## config.mk

```make
export PLATFORM = sky130hd
export DESIGN_NAME = wb_merge_queue
export DESIGN_NICKNAME = d
export VERILOG_FILES = /design/src/rtl/wb_merge_queue_pkg.sv /design/src/rtl/wb_merge_queue_tag_match.sv /design/src/rtl/wb_merge_queue.sv
export SDC_FILE = /design/constraint.sdc
export NUM_CORES = 2
export LEC_CHECK = 0
export CORE_ASPECT_RATIO = 0.6
export CORE_UTILIZATION = 35
export CTS_BUF_LIST = sky130_fd_sc_hd__clkbuf_2 sky130_fd_sc_hd__clkbuf_4 sky130_fd_sc_hd__clkbuf_8
export DETAILED_ROUTE_END_ITERATION = 8
export PLACE_DENSITY_LB_ADDON = 0.12
export SYNTH_ARGS = -nofsm -noshare
export SYNTH_HDL_FRONTEND = slang
export SYNTH_SLANG_ARGS = --single-unit
```

## constraint.sdc

```tcl
create_clock -name clk -period 13.8 [get_ports clk]
set_input_delay 2.76 -clock clk [delete_from_list [all_inputs] [get_ports clk]]
set_output_delay 2.76 -clock clk [all_outputs]
set_load 0.03 [all_outputs]
```

## src/rtl/wb_merge_queue_pkg.sv

```systemverilog
// Shared widths and the buffered writeback entry type for the writeback merge queue.
// Result and tag widths are fixed here so the buffer, lookup and port slices agree.
package wb_merge_queue_pkg;

  localparam int DATA_W = 16;
  localparam int TAG_W  = 5;

  localparam logic [TAG_W-1:0] TAG_NONE = '0;

  typedef struct packed {
    logic [TAG_W-1:0]  tag;
    logic [DATA_W-1:0] data;
  } wb_entry_t;

endpackage

```

## src/rtl/wb_merge_queue_tag_match.sv

```systemverilog
// One forwarding lookup port: returns the youngest valid buffered entry whose tag matches.
module wb_tag_match
  import wb_merge_queue_pkg::*;
#(
  parameter  int DEPTH = 8,
  localparam int PTR_W = $clog2(DEPTH),
  localparam int CNT_W = $clog2(DEPTH + 1)
) (
  input  wb_entry_t         entries [DEPTH],
  input  logic [PTR_W-1:0]  head,
  input  logic [CNT_W-1:0]  count,
  input  logic [TAG_W-1:0]  lk_tag,
  output logic              lk_hit,
  output logic [DATA_W-1:0] lk_data
);

  always_comb begin
    // NOTE: every output gets a default before the loop, so no path leaves it unassigned (no latch).
    lk_hit  = 1'b0;
    lk_data = '0;
    // Scan oldest to youngest; a later match overrides, so the youngest entry wins.
    for (int i = 0; i < DEPTH; i++) begin
      if (CNT_W'(i) < count && lk_tag != TAG_NONE &&
          entries[head + PTR_W'(i)].tag == lk_tag) begin
        lk_hit  = 1'b1;
        lk_data = entries[head + PTR_W'(i)].data;
      end
    end
  end

endmodule

```

## src/rtl/wb_merge_queue.sv

```systemverilog
// Writeback merge queue: compacts up to LANES results per cycle into a circular buffer and
// retires them in program order through WR_PORTS register-file ports, with ID-side forwarding.
module wb_merge_queue
  import wb_merge_queue_pkg::*;
#(
  parameter int LANES    = 4,
  parameter int WR_PORTS = 2,
  parameter int DEPTH    = 8,
  parameter int LOOKUPS  = 9
) (
  input  logic                         clk,
  input  logic                         rst_n,
  input  logic [LANES-1:0]             in_valid,
  input  logic [LANES*DATA_W-1:0]      in_data,
  input  logic [LANES*TAG_W-1:0]       in_tag,
  output logic                         stall,
  output logic [WR_PORTS-1:0]          wr_en,
  output logic [WR_PORTS*DATA_W-1:0]   wr_data,
  output logic [WR_PORTS*TAG_W-1:0]    wr_tag,
  input  logic [LOOKUPS*TAG_W-1:0]     lk_tag,
  output logic [LOOKUPS-1:0]           lk_hit,
  output logic [LOOKUPS*DATA_W-1:0]    lk_data
);

  localparam int PTR_W = $clog2(DEPTH);
  localparam int CNT_W = $clog2(DEPTH + 1);

  logic [PTR_W-1:0] head, tail;
  logic [CNT_W-1:0] count, count_next, push_cnt, pop_cnt;
  logic             stall_next;
  wb_entry_t        mem [DEPTH];

  logic [LANES-1:0] lane_push;
  logic [PTR_W-1:0] lane_off   [LANES];
  wb_entry_t        lane_entry [LANES];

  logic [WR_PORTS-1:0] present;
  wb_entry_t           port_entry [WR_PORTS];

  // Compaction: each accepted lane lands at tail plus the number of accepted lanes before it.
  always_comb begin
    push_cnt = '0;
    for (int i = 0; i < LANES; i++) begin
      lane_entry[i] = '{tag: in_tag[i*TAG_W +: TAG_W], data: in_data[i*DATA_W +: DATA_W]};
      lane_push[i]  = !stall && in_valid[i] && lane_entry[i].tag != TAG_NONE;
      lane_off[i]   = push_cnt[PTR_W-1:0];
      push_cnt      = push_cnt + CNT_W'(lane_push[i]);
    end
  end

  // Presentation: the oldest min(count, WR_PORTS) entries go out; an older duplicate tag is
  // suppressed so the register file sees each destination once per cycle.
  always_comb begin
    pop_cnt = (count < CNT_W'(WR_PORTS)) ? count : CNT_W'(WR_PORTS);
    wr_en   = '0;
    wr_data = '0;
    wr_tag  = '0;
    for (int k = 0; k < WR_PORTS; k++) begin
      present[k]    = CNT_W'(k) < count;
      port_entry[k] = mem[head + PTR_W'(k)];
    end
    for (int k = 0; k < WR_PORTS; k++) begin
      wr_en[k] = present[k];
      for (int j = k + 1; j < WR_PORTS; j++) begin
        if (present[j] && port_entry[j].tag == port_entry[k].tag) wr_en[k] = 1'b0;
      end
      wr_data[k*DATA_W +: DATA_W] = port_entry[k].data;
      wr_tag[k*TAG_W +: TAG_W]    = port_entry[k].tag;
    end
  end

  assign count_next = count - pop_cnt + push_cnt;
  assign stall_next = (CNT_W'(DEPTH) - count_next) < CNT_W'(LANES);

  always_ff @(posedge clk or negedge rst_n) begin
    if (!rst_n) begin
      head  <= '0;
      tail  <= '0;
      count <= '0;
      stall <= 1'b0;
    end else begin
      // NOTE: state registers use non-blocking assignments so every flop samples pre-edge values.
      head  <= head + PTR_W'(pop_cnt);
      tail  <= tail + PTR_W'(push_cnt);
      count <= count_next;
      stall <= stall_next;
    end
  end

  // NOTE: storage is deliberately not reset; count alone decides which entries are valid.
  always_ff @(posedge clk) begin
    for (int i = 0; i < LANES; i++) begin
      if (lane_push[i]) mem[tail + lane_off[i]] <= lane_entry[i];
    end
  end

  for (genvar g = 0; g < LOOKUPS; g++) begin : g_lookup
    wb_tag_match #(.DEPTH(DEPTH)) u_match (
      .entries (mem),
      .head    (head),
      .count   (count),
      .lk_tag  (lk_tag[g*TAG_W +: TAG_W]),
      .lk_hit  (lk_hit[g]),
      .lk_data (lk_data[g*DATA_W +: DATA_W])
    );
  end

  // The stall threshold keeps a full-width push from ever filling the buffer.
  a_never_full: assert property (@(posedge clk) disable iff (!rst_n) count != CNT_W'(DEPTH));

endmodule

```

==> metrics <==
status=finished, violations left; failing checks=design-rule violations, max-capacitance violations, max-slew violations; setup TNS=0 ns; Clock Sinks=179; post-CTS resize count=0; critical path peak fanout=33; synthesized area per cell=7.29 um^2; Tcrit/Tclk final=0.793; total iterations of the first detailed-routing run=9; number of instances in the placed design=6,170; Worst Setup EP=lk_data[80]; relative slew slack=-0.0135; # DRC=2; die area=0.104 mm^2; H-tree Lvls=4; Final Util=0.398; CTS tree=done; # rows=90; WS Path Type=in2out; class of the worst hold path=reg2reg; element type at the critical path start=input port; Mapped Cells=4,916; max-slew violations=2; Netlist cell types=101; Post-synth top flop=dfxtp_1; crit-path max cell delay=0.81 ns; Fin. Hold Viols=0; vias after detailed routing=43,900; post-DP HPWL=185,000 um; Overall Global Routing Usage=0.455; hold bufs inserted after CTS=0; total setup buffers inserted after CTS=0; grt total ovfl=0; Fillers=10,500; Yosys warning count=0; Worst Setup SP=lk_tag[28]; Routability Congestion=1.10; Hold Startpoint=head[2]; RSZ-0062 raised after global routing=no; pin count of the biggest net entering global routing=131; worst r2r src=stall; routed len/inst=39.7 um; vias per std cell=7.07; die height=250 um; MaxCap Viol Count=2; CTS root buffer=clkbuf_8; DP Worst Slack=3.30 ns; Die X=415 um; final setup fails=0; initial detailed-routing violation count=7,534; Max Fclk=0.0914 GHz; Clk Latency, worst-skew pair=0.54 ns; clk slew on worst S/H paths=0.08 ns; final net count=5,015; Finished Layout Cells=6,212; register area share after synthesis=0.101; Num CTS Buffers=17; slowest CP cell=and2_1; Critical Path AT=8.18 ns; minimum clock period=10.94 ns; clock buffer depth=2; fraction of registers with async set/reset=0.0615; initial core utilization=0.355; Post-Syn Nets=5,076; first-pass GRT wire length=333,000 um; mapped cell area=0.0358 mm^2; R2R cell count=12; RR Endpoint=mem[67]; final wirelength=246,000 um; final setup skew=0.0192 ns; core area=0.101 mm^2; Worst R2R Setup Slack=9.41 ns; final worst slack=2.86 ns; worst slew pin tran=1.51 ns; CP Cell Sequence=clkdlybuf4s50_1 -> nor4_1 -> nand2b_1 -> and3_1 -> nand4_1 -> buf_4 -> and2_1 -> nand4_1 -> o211ai_1 -> clkdlybuf4s50_1; Setup crit end kind=primary output; fraction of layout instances using a drive strength above 1=0.113; Buffers on Ports=332; # IOs=333; #FFs+latches synth=179; vias in the first global route=38,300; initial antenna violation count=18; Final ANT Viol Nets=0; area growth from synthesis to layout=12.0%; Post-synth EDFFs=0; worst path required time=11.04 ns
==> per-stage QoR <==
| stage | hold slack [ns] | area, um^2 |
|---|---|---|
| final | 0.785 | 40200 |
| after global routing | 0.797 | 40100 |
| after CTS | 0.775 | 40100 |
| after detailed placement | 0.763 | 39700 |
| after global placement | 0.757 | 39700 |
| after floorplan | 0.557 | 35800 |
==> registers in the layout, indices dropped and copies added, names as in the netlist <==
name   flops
tail       3
head       3
stall      1
mem      168
count      4
==> worst min path at each step <==
stage | to | slack [ns] | cells after the start
final | head[2] | 0.79 | 1
after global routing | head[2] | 0.80 | 1
after CTS | head[2] | 0.78 | 1
after detailed placement | head[2] | 0.76 | 1
after floorplan | tail[0] | 0.56 | 1
after global placement | head[2] | 0.76 | 1
==> cells by family (layout without fill, tap and decap cells) <==
group / Yosys count / in the layout / share of synthesized area
AOI/OAI and AO/OA: 1544 / 1544 / 0.283
and+or+nand+nor: 1531 / 1531 / 0.199
buffers and inverters: 711 / 663 / 0.0929
muxes: 542 / 542 / 0.217
xor gates and xnor gates: 384 / 384 / 0.0963
DFF: 179 / 179 / 0.101
adders and majority gates: 25 / 25 / 0.0102
other: 0 / 10 / 0
==> cell usage in the layout, fill, tap and decap left out, types with 23 or more instances in the layout <==
master           Yosys  final
a21oi_1            378    378
clkdlybuf4s50_1      0    332
nand4_1             55     55
inv_1              105    105
or3_1               31     31
o221ai_1            57     57
mux2i_1            331    300
a31oi_1             84     84
nand2_1            439    434
o21ai_1             25     25
o211ai_1            68     68
o22ai_1            134    134
o21ai_0            238    238
o311ai_0            30     30
dfxtp_1            168    168
a221oi_1            32     32
o31ai_1             40     40
and2_1              63     63
a22oi_1             26     26
nor4_1              27     23
nor3_1             145    135
xor2_1             103    103
buf_4               68    191
mux4_2             173    173
xnor2_1            275    274
a211oi_1           227    226
clkbuf_8             0     24
mux2i_2              9     37
nand3_1            197    192
nor2_1             441    432
==> worst max-delay path, delay by kind of cell <==
kind	cells	cell delay (ns)
compound gates	1	0.77
simple gates	6	2.58
buf+inv	3	1.99
==> Yosys cell counts (15+ instances only) <==
master / number / area (um^2)
nor2_1: 441 / 1660
a211oi_1: 227 / 1700
nor3_1: 145 / 726
o21ai_1: 25 / 125
o311ai_0: 30 / 263
and2_1: 63 / 394
a211o_1: 21 / 184
nand2_1: 439 / 1650
a31oi_1: 84 / 526
buf_4: 68 / 510
nand2b_1: 20 / 125
o311ai_1: 22 / 193
o21ai_0: 238 / 1190
buf_6: 26 / 293
ha_1: 18 / 225
a21boi_0: 16 / 120
nand3_1: 197 / 986
a22o_1: 17 / 149
or3_1: 31 / 194
and3_1: 19 / 119
buf_1: 56 / 210
o22ai_1: 134 / 838
o31ai_1: 40 / 300
buf_2: 121 / 606
mux2i_1: 331 / 3310
xnor2_1: 275 / 2410
xor2_1: 103 / 902
a221oi_1: 32 / 280
o211ai_1: 68 / 510
dfxtp_1: 168 / 3360
a22oi_1: 26 / 195
clkbuf_1: 325 / 1220
nand4_1: 55 / 344
inv_1: 105 / 394
mux2_2: 17 / 191
a311oi_1: 15 / 131
mux4_2: 173 / 3900
nor4_1: 27 / 169
o221ai_1: 57 / 499
a21oi_1: 378 / 1890
o21a_1: 17 / 128
o2111ai_1: 22 / 193
==> cell type report <==
class	instances	area [um^2]	area share
clock inverter	7	46.3	0.00115
tap	1334	1670	0.0416
sequential	179	3650	0.0909
multi-input combinational	4026	29300	0.728
clock buffer	25	338	0.00841
antenna	10	25.0	0.000623
timing repair buffer	524	4780	0.119
inverter	107	402	0.0100
==> per-layer routing <==
layer	vias up	share of wire	track usage
met3	656	0.14	0.183
li1	18300	-	-
met5	-	0.00092	0.00779
met4	16	0.047	0.178
met2	3565	0.38	0.610
met1	21400	0.43	0.635
Power is left out: the tool's default activity adds up to more than one toggle a clock period on the data nets, which glitch-free logic cannot reach.
